===== src/rtl/csi_rx_link_ctrl.sv =====
// csi_rx_link_ctrl
// Link sequencer for the CSI-2 receive datapath. It holds the aligners and the
// packet handler in reset, waits for a run of LP idle, arms reception, and then
// supervises the stream. Loss of FS or a stalled packet stream triggers a
// one-cycle resync followed by a fresh reset hold.
//
// Optional build macro: CSI_RX_LINE_CHECK_EN
//   When defined, a frame whose line count differs from EXP_LINES raises
//   err_lines and forces a resync. When undefined, err_lines is tied low.
//
// state        | meaning
// -------------+-----------------------------------------------------------
// ST_RESET_HOLD| datapath held in reset for RST_CYCLES cycles
// ST_WAIT_LP   | datapath released, waiting for LP_MIN consecutive LP cycles
// ST_WAIT_FS   | datapath enabled, waiting for a frame start (FS timeout)
// ST_STREAMING | link up, counting lines/frames, packet watchdog running
// ST_RESYNC    | single cycle, datapath back in reset, resync counted

module csi_rx_link_ctrl #(
   parameter int unsigned RST_CYCLES  = 16,
   parameter int unsigned LP_MIN      = 8,
   parameter logic [23:0] FS_TIMEOUT  = 24'hFFFFFF,
   parameter logic [23:0] PKT_TIMEOUT = 24'h00FFFF,
   parameter logic [15:0] EXP_LINES   = 16'd1080
) (
   input  logic        clock,
   input  logic        reset,
   input  logic        lp_detect,
   input  logic        packet_done,
   input  logic        vsync,
   input  logic        in_frame,
   input  logic        in_line,
   output logic        rx_reset,
   output logic        rx_enable,
   output logic        link_up,
   output logic [15:0] frame_count,
   output logic [15:0] last_frame_lines,
   output logic [7:0]  resync_count,
   output logic        err_timeout,
   output logic        err_lines
);

   typedef enum logic [2:0] {
      ST_RESET_HOLD = 3'd0,
      ST_WAIT_LP    = 3'd1,
      ST_WAIT_FS    = 3'd2,
      ST_STREAMING  = 3'd3,
      ST_RESYNC     = 3'd4
   } state_t;

   localparam logic [15:0] HOLD_LAST = 16'(RST_CYCLES - 1);
   localparam logic [15:0] LP_LAST   = 16'(LP_MIN - 1);
   localparam logic [23:0] FS_LAST   = FS_TIMEOUT - 24'd1;
   localparam logic [23:0] PKT_LAST  = PKT_TIMEOUT - 24'd1;

   state_t      state;
   state_t      state_nxt;
   logic [15:0] hold_cnt;
   logic [15:0] lp_run;
   logic [23:0] timer;
   logic [15:0] line_cnt;
   logic        in_line_q;
   logic        in_frame_q;
   logic        line_rise;
   logic        frame_fall;
   logic        pkt_activity;
   logic        timeout_hit;
   logic        line_err;

   assign line_rise    = in_line & ~in_line_q;
   assign frame_fall   = in_frame_q & ~in_frame;
   assign pkt_activity = packet_done | lp_detect;

   // State register.
   always_ff @(posedge clock) begin
      if (reset) begin
         state <= ST_RESET_HOLD;
      end else begin
         state <= state_nxt;
      end
   end

   // Next-state decode and Moore outputs; line-check error outranks the watchdog.
   always_comb begin
      state_nxt   = state;
      rx_reset    = 1'b0;
      rx_enable   = 1'b0;
      link_up     = 1'b0;
      timeout_hit = 1'b0;
      line_err    = 1'b0;
      case (state)
         ST_RESET_HOLD: begin
            rx_reset = 1'b1;
            if (hold_cnt == HOLD_LAST) begin
               state_nxt = ST_WAIT_LP;
            end
         end
         ST_WAIT_LP: begin
            if (lp_detect && (lp_run == LP_LAST)) begin
               state_nxt = ST_WAIT_FS;
            end
         end
         ST_WAIT_FS: begin
            rx_enable = 1'b1;
            if (vsync) begin
               state_nxt = ST_STREAMING;
            end else if (timer == FS_LAST) begin
               state_nxt   = ST_RESYNC;
               timeout_hit = 1'b1;
            end
         end
         ST_STREAMING: begin
            rx_enable = 1'b1;
            link_up   = 1'b1;
`ifdef CSI_RX_LINE_CHECK_EN
            line_err  = frame_fall && (line_cnt != EXP_LINES);
`endif
            if (line_err) begin
               state_nxt = ST_RESYNC;
            end else if (!pkt_activity && (timer == PKT_LAST)) begin
               state_nxt   = ST_RESYNC;
               timeout_hit = 1'b1;
            end
         end
         ST_RESYNC: begin
            rx_reset  = 1'b1;
            state_nxt = ST_RESET_HOLD;
         end
         default: begin
            rx_reset  = 1'b1;
            state_nxt = ST_RESET_HOLD;
         end
      endcase
   end

   // Reset-hold length counter, restarts on every entry into RESET_HOLD.
   always_ff @(posedge clock) begin
      if (reset) begin
         hold_cnt <= '0;
      end else if ((state == ST_RESET_HOLD) && (state_nxt == ST_RESET_HOLD)) begin
         hold_cnt <= hold_cnt + 16'd1;
      end else begin
         hold_cnt <= '0;
      end
   end

   // Consecutive LP-idle run; any non-LP cycle restarts the run.
   always_ff @(posedge clock) begin
      if (reset) begin
         lp_run <= '0;
      end else if ((state == ST_WAIT_LP) && lp_detect && (state_nxt == ST_WAIT_LP)) begin
         lp_run <= lp_run + 16'd1;
      end else begin
         lp_run <= '0;
      end
   end

   // Shared timer: FS wait timer in WAIT_FS, packet watchdog in STREAMING.
   always_ff @(posedge clock) begin
      if (reset) begin
         timer <= '0;
      end else begin
         case (state)
            ST_WAIT_FS: begin
               if (state_nxt != ST_WAIT_FS) begin
                  timer <= '0;
               end else begin
                  timer <= timer + 24'd1;
               end
            end
            ST_STREAMING: begin
               if (pkt_activity || (state_nxt != ST_STREAMING)) begin
                  timer <= '0;
               end else begin
                  timer <= timer + 24'd1;
               end
            end
            default: timer <= '0;
         endcase
      end
   end

   // Previous-cycle copies of the frame/line levels for edge detection.
   always_ff @(posedge clock) begin
      if (reset) begin
         in_line_q  <= 1'b0;
         in_frame_q <= 1'b0;
      end else begin
         in_line_q  <= in_line;
         in_frame_q <= in_frame;
      end
   end

   // Line counter: cleared by FS, bumped on each new long packet, saturating.
   always_ff @(posedge clock) begin
      if (reset) begin
         line_cnt <= '0;
      end else if (((state == ST_WAIT_FS) || (state == ST_STREAMING)) && vsync) begin
         line_cnt <= '0;
      end else if ((state == ST_STREAMING) && line_rise && (line_cnt != 16'hFFFF)) begin
         line_cnt <= line_cnt + 16'd1;
      end
   end

   // Frame statistics; these survive a resync and only reset clears them.
   always_ff @(posedge clock) begin
      if (reset) begin
         frame_count      <= '0;
         last_frame_lines <= '0;
      end else begin
         if (((state == ST_WAIT_FS) || (state == ST_STREAMING)) && vsync) begin
            frame_count <= frame_count + 16'd1;
         end
         if ((state == ST_STREAMING) && frame_fall) begin
            last_frame_lines <= line_cnt;
         end
      end
   end

   // Saturating resync counter, bumped once per RESYNC cycle.
   always_ff @(posedge clock) begin
      if (reset) begin
         resync_count <= '0;
      end else if ((state == ST_RESYNC) && (resync_count != 8'hFF)) begin
         resync_count <= resync_count + 8'd1;
      end
   end

   // Error pulses registered so they line up with the RESYNC cycle.
   always_ff @(posedge clock) begin
      if (reset) begin
         err_timeout <= 1'b0;
      end else begin
         err_timeout <= timeout_hit;
      end
   end

`ifdef CSI_RX_LINE_CHECK_EN
   // Line-count mismatch pulse, aligned with the RESYNC cycle it causes.
   always_ff @(posedge clock) begin
      if (reset) begin
         err_lines <= 1'b0;
      end else begin
         err_lines <= line_err;
      end
   end
`else
   logic unused_exp_lines;
   assign unused_exp_lines = ^{EXP_LINES, line_err};
   assign err_lines        = 1'b0;
`endif

endmodule

===== config.mk =====
export PLATFORM = sky130hd
export DESIGN_NAME = csi_rx_link_ctrl
export DESIGN_NICKNAME = d
export VERILOG_FILES = /design/src/rtl/csi_rx_link_ctrl.sv
export SDC_FILE = /design/constraint.sdc
export NUM_CORES = 1
export LEC_CHECK = 0
export CAP_MARGIN = 20
export CORE_ASPECT_RATIO = 1.75
export CORE_UTILIZATION = 35
export DETAILED_ROUTE_END_ITERATION = 16
export PLACE_DENSITY_LB_ADDON = 0.25
export SYNTH_ARGS = -nofsm -noshare
export SYNTH_HDL_FRONTEND = slang
export SYNTH_SLANG_ARGS = --single-unit
export TNS_END_PERCENT = 50

===== constraint.sdc =====
create_clock -name clock -period 2.2 [get_ports clock]
set_input_delay 0.33 -clock clock [delete_from_list [all_inputs] [get_ports clock]]
set_output_delay 0.33 -clock clock [all_outputs]
set_load 0.01 [all_outputs]

==> results.ini <==
[outcome]
status = complete, no violations

[clock_tree]
cts_tree = yes
clockBufferDepth = 2
cts_made_buffers = 17
path_clk_slew_ns = 0.05
postCtsHoldBufs = 0
clock-sinks = 118
clk_latency_ns = 0.41
cts_root_buf = clkbuf_16
htree_levels = 4
cts_setup_buffers = 0

[die]
coreArea_sq_um = 14800
die-area_sq_um = 15600
die_w_microns = 94.8
fp.dieH_microns = 164
io_pins = 52
num_rows = 59
start_util_pct = 35.7

[grt]
antenna_found_initial = 0
grt_pass1_vias = 4153
grt-ovfl-total = 0
grt_max_degree = 48
track_usage_pct = 15.1
grt_pass1_wl_mm = 18.7

[critical_path]
critPathTopFamily = simple AND/OR/NAND/NOR gates
rrSetupSlack_ns = 0.17
slowest_delay_ns = 0.48
cpMaxStageDelayCell = clkdlybuf4s50_1
worstSetupEndpointType = output port
crit_type = reg -> out
crit-reg2reg-launch = hold_cnt[0]
crit_fanout = 8
path_buf_inv = 1
critical_path_required_ns = 1.87
path_cells = and2b_2 -> and2_2 -> clkdlybuf4s50_1
startpoint = state[2]
cp-start-kind = register
arrival_ns = 1.76

[timing]
fin_crit_sh_pct = 95.1
fin_crit_ns = 2.09
tightest_slew_ns = 0.612
setup_violations = 0
whs_ns = 0.301
fmax_mhz = 478
rsz0062_at_grt = no
skew_ns = 0.00749
finalMaxSlewViolations = 0
maxSlewHeadroom_pct = 59.2
setup_slack_ns = 0.109
hold_violations = 0

[yosys]
synthArstFlopShare_pct = 0
syn-num-nets = 600
synth_compound_area_share_pct = 4.55
synth.yosys.seq_area_share_pct = 44.8
synthSimpleGateAreaFrac_pct = 31.9
synth_xor_area_share_pct = 13.6
syn_avg_cell_area_sq_um = 9.00
synth_warnings = 0
synth-main-ff-cell = dfxtp_1
synthMuxAreaShare_pct = 0.379
netlist_area_sq_um = 5280
synth_seq_cells = 118
synth_fa_ha_area_share_pct = 1.66
synth_edf_count = 0
ys_types = 56
syn_inst = 586
synth_top_family_by_area = simple AND/OR/NAND/NOR gates

[final_layout]
diodes = 0
fin_util_pct = 45.3
num-nets-final = 677
syn_to_final_growth_pct = 26.7
ff_latch_area_sq_um = 2370
final_layout_size_suffix_gt1_share_pct = 14.2
layout_commonest_cell = dfxtp_1
fin_area_sq_um = 6680
final_cell_mix = dfxtp_1 (115), nor2_1 (91), nand2_1 (61), clkdlybuf4s50_1 (49), xnor2_1 (47)
multi_input_area_sq_um = 2760
fill_cells = 1411

[route]
vias = 4257
drt_iter0_markers = 118
routed_wirelength_mm = 11.0
firstDrtPassIters = 4
drc = 0
ant_nets = 0
via_per_inst = 4.96
wl_per_cell_microns = 12.8

[placed_design]
dp_slack_ns = -0.232
place_hpwl_mm = 7.94
port_buffers = 50
place_congestion = 0.765
dpl-instance-area_sq_um = 6090

[hold_path]
worstHoldStart = reset
hold_path_class = in -> reg

[pwr]
power.density_nw_per_um2 = 712
vdd_drop_max_mv = 0.471
p_leak_nw = 2.20

[flow_run]
maxCapViolCount = 0

flip-flops by register name (all words and copies together), names as in the netlist:
name and flops:
hold_cnt 16, resync_count 8, in_line_q 1, frame_count 16
last_frame_lines 16, line_cnt 16, state 3, lp_run 16
err_timeout 1, in_frame_q 1, timer 24
per-layer routing:
| layer | GRT usage (%) | vias to the layer above | part of all wire (%) |
|---|---|---|---|
| met4 | 4.89 | 0 | 1.3 |
| met5 | 0 | - | 0 |
| met2 | 27.3 | 69 | 54 |
| met1 | 16.5 | 2023 | 41 |
| met3 | 4.74 | 11 | 3.5 |
| li1 | - | 2154 | - |
cell usage after synthesis, types with 7 or more instances:
cell type  count  area, sq um
and3_1         9         56.3
and4_1        11         96.3
nor2_1        91          342
inv_1         11         41.3
nand4_1       24          150
ha_1           7         87.6
nor3_1        12         60.1
a21oi_1       22          110
clkbuf_1      12         45.0
xnor2_1       47          412
xor2_1        35          307
nand3_1       28          140
nor2_4        17          191
nand2_1       61          229
dfxtp_1      118         2360
nor4_1        15         93.8
layout make-up:
cell class                 count  share of cell area, %
multi-input combinational    438                   41.3
sequential                   118                   35.4
timing repair buffer          77                   10.9
clock buffer                  18                   6.42
tap                          183                   3.43
clock inverter                14                   1.91
inverter                      11                  0.618
kinds of logic after synthesis:
kind of cell	Yosys count
and+or+nand+nor	308
xor gates and xnor gates	82
muxes	2
AOI/OAI and AO/OA	38
DFF	118
buffers and inverters	30
adders and majority gates	7
other	1
worst register-to-register path, delay by kind of cell (launching register included):
family                   cells  cell delay (ns)
adder cells (fa/ha/maj)      1             0.23
AO/OA/AOI/OAI                1             0.10
AND/OR/NAND/NOR              4             1.15
buffers and inverters        1             0.15
flip-flops                   1             0.32
worst paths after layout:
kind                      end  depth (start not counted)
setup / recovery      link_up                          3
hold / removal       state[2]                          3
setup reg to reg  hold_cnt[9]                          7
hold reg to reg   hold_cnt[0]                          1
per-stage QoR:
step                instances  power [W]  TNS [ns]
global route              859    0.00493         0
finish                    859    0.00476         0
global placement          826    0.00225     -5.09
floorplan                 586    0.00223         0
CTS                       858    0.00482         0
detailed placement        826    0.00225     -5.17
where the power goes:
| part | switching (W) | total (W) | internal [W] |
|---|---|---|---|
| Sequential | 0.00000373 | 0.00215 | 0.00214 |
| Clock | 0.00100 | 0.00256 | 0.00156 |
| Combinational | 0.0000331 | 0.0000535 | 0.0000204 |
timing repair:
action,4_1_cts,5_1_grt
pin swaps,0,0
gates resized for setup,2,4
endpoints found under the setup margin,1,25
gates cloned,0,1
Power figures use the tool's default switching activity.
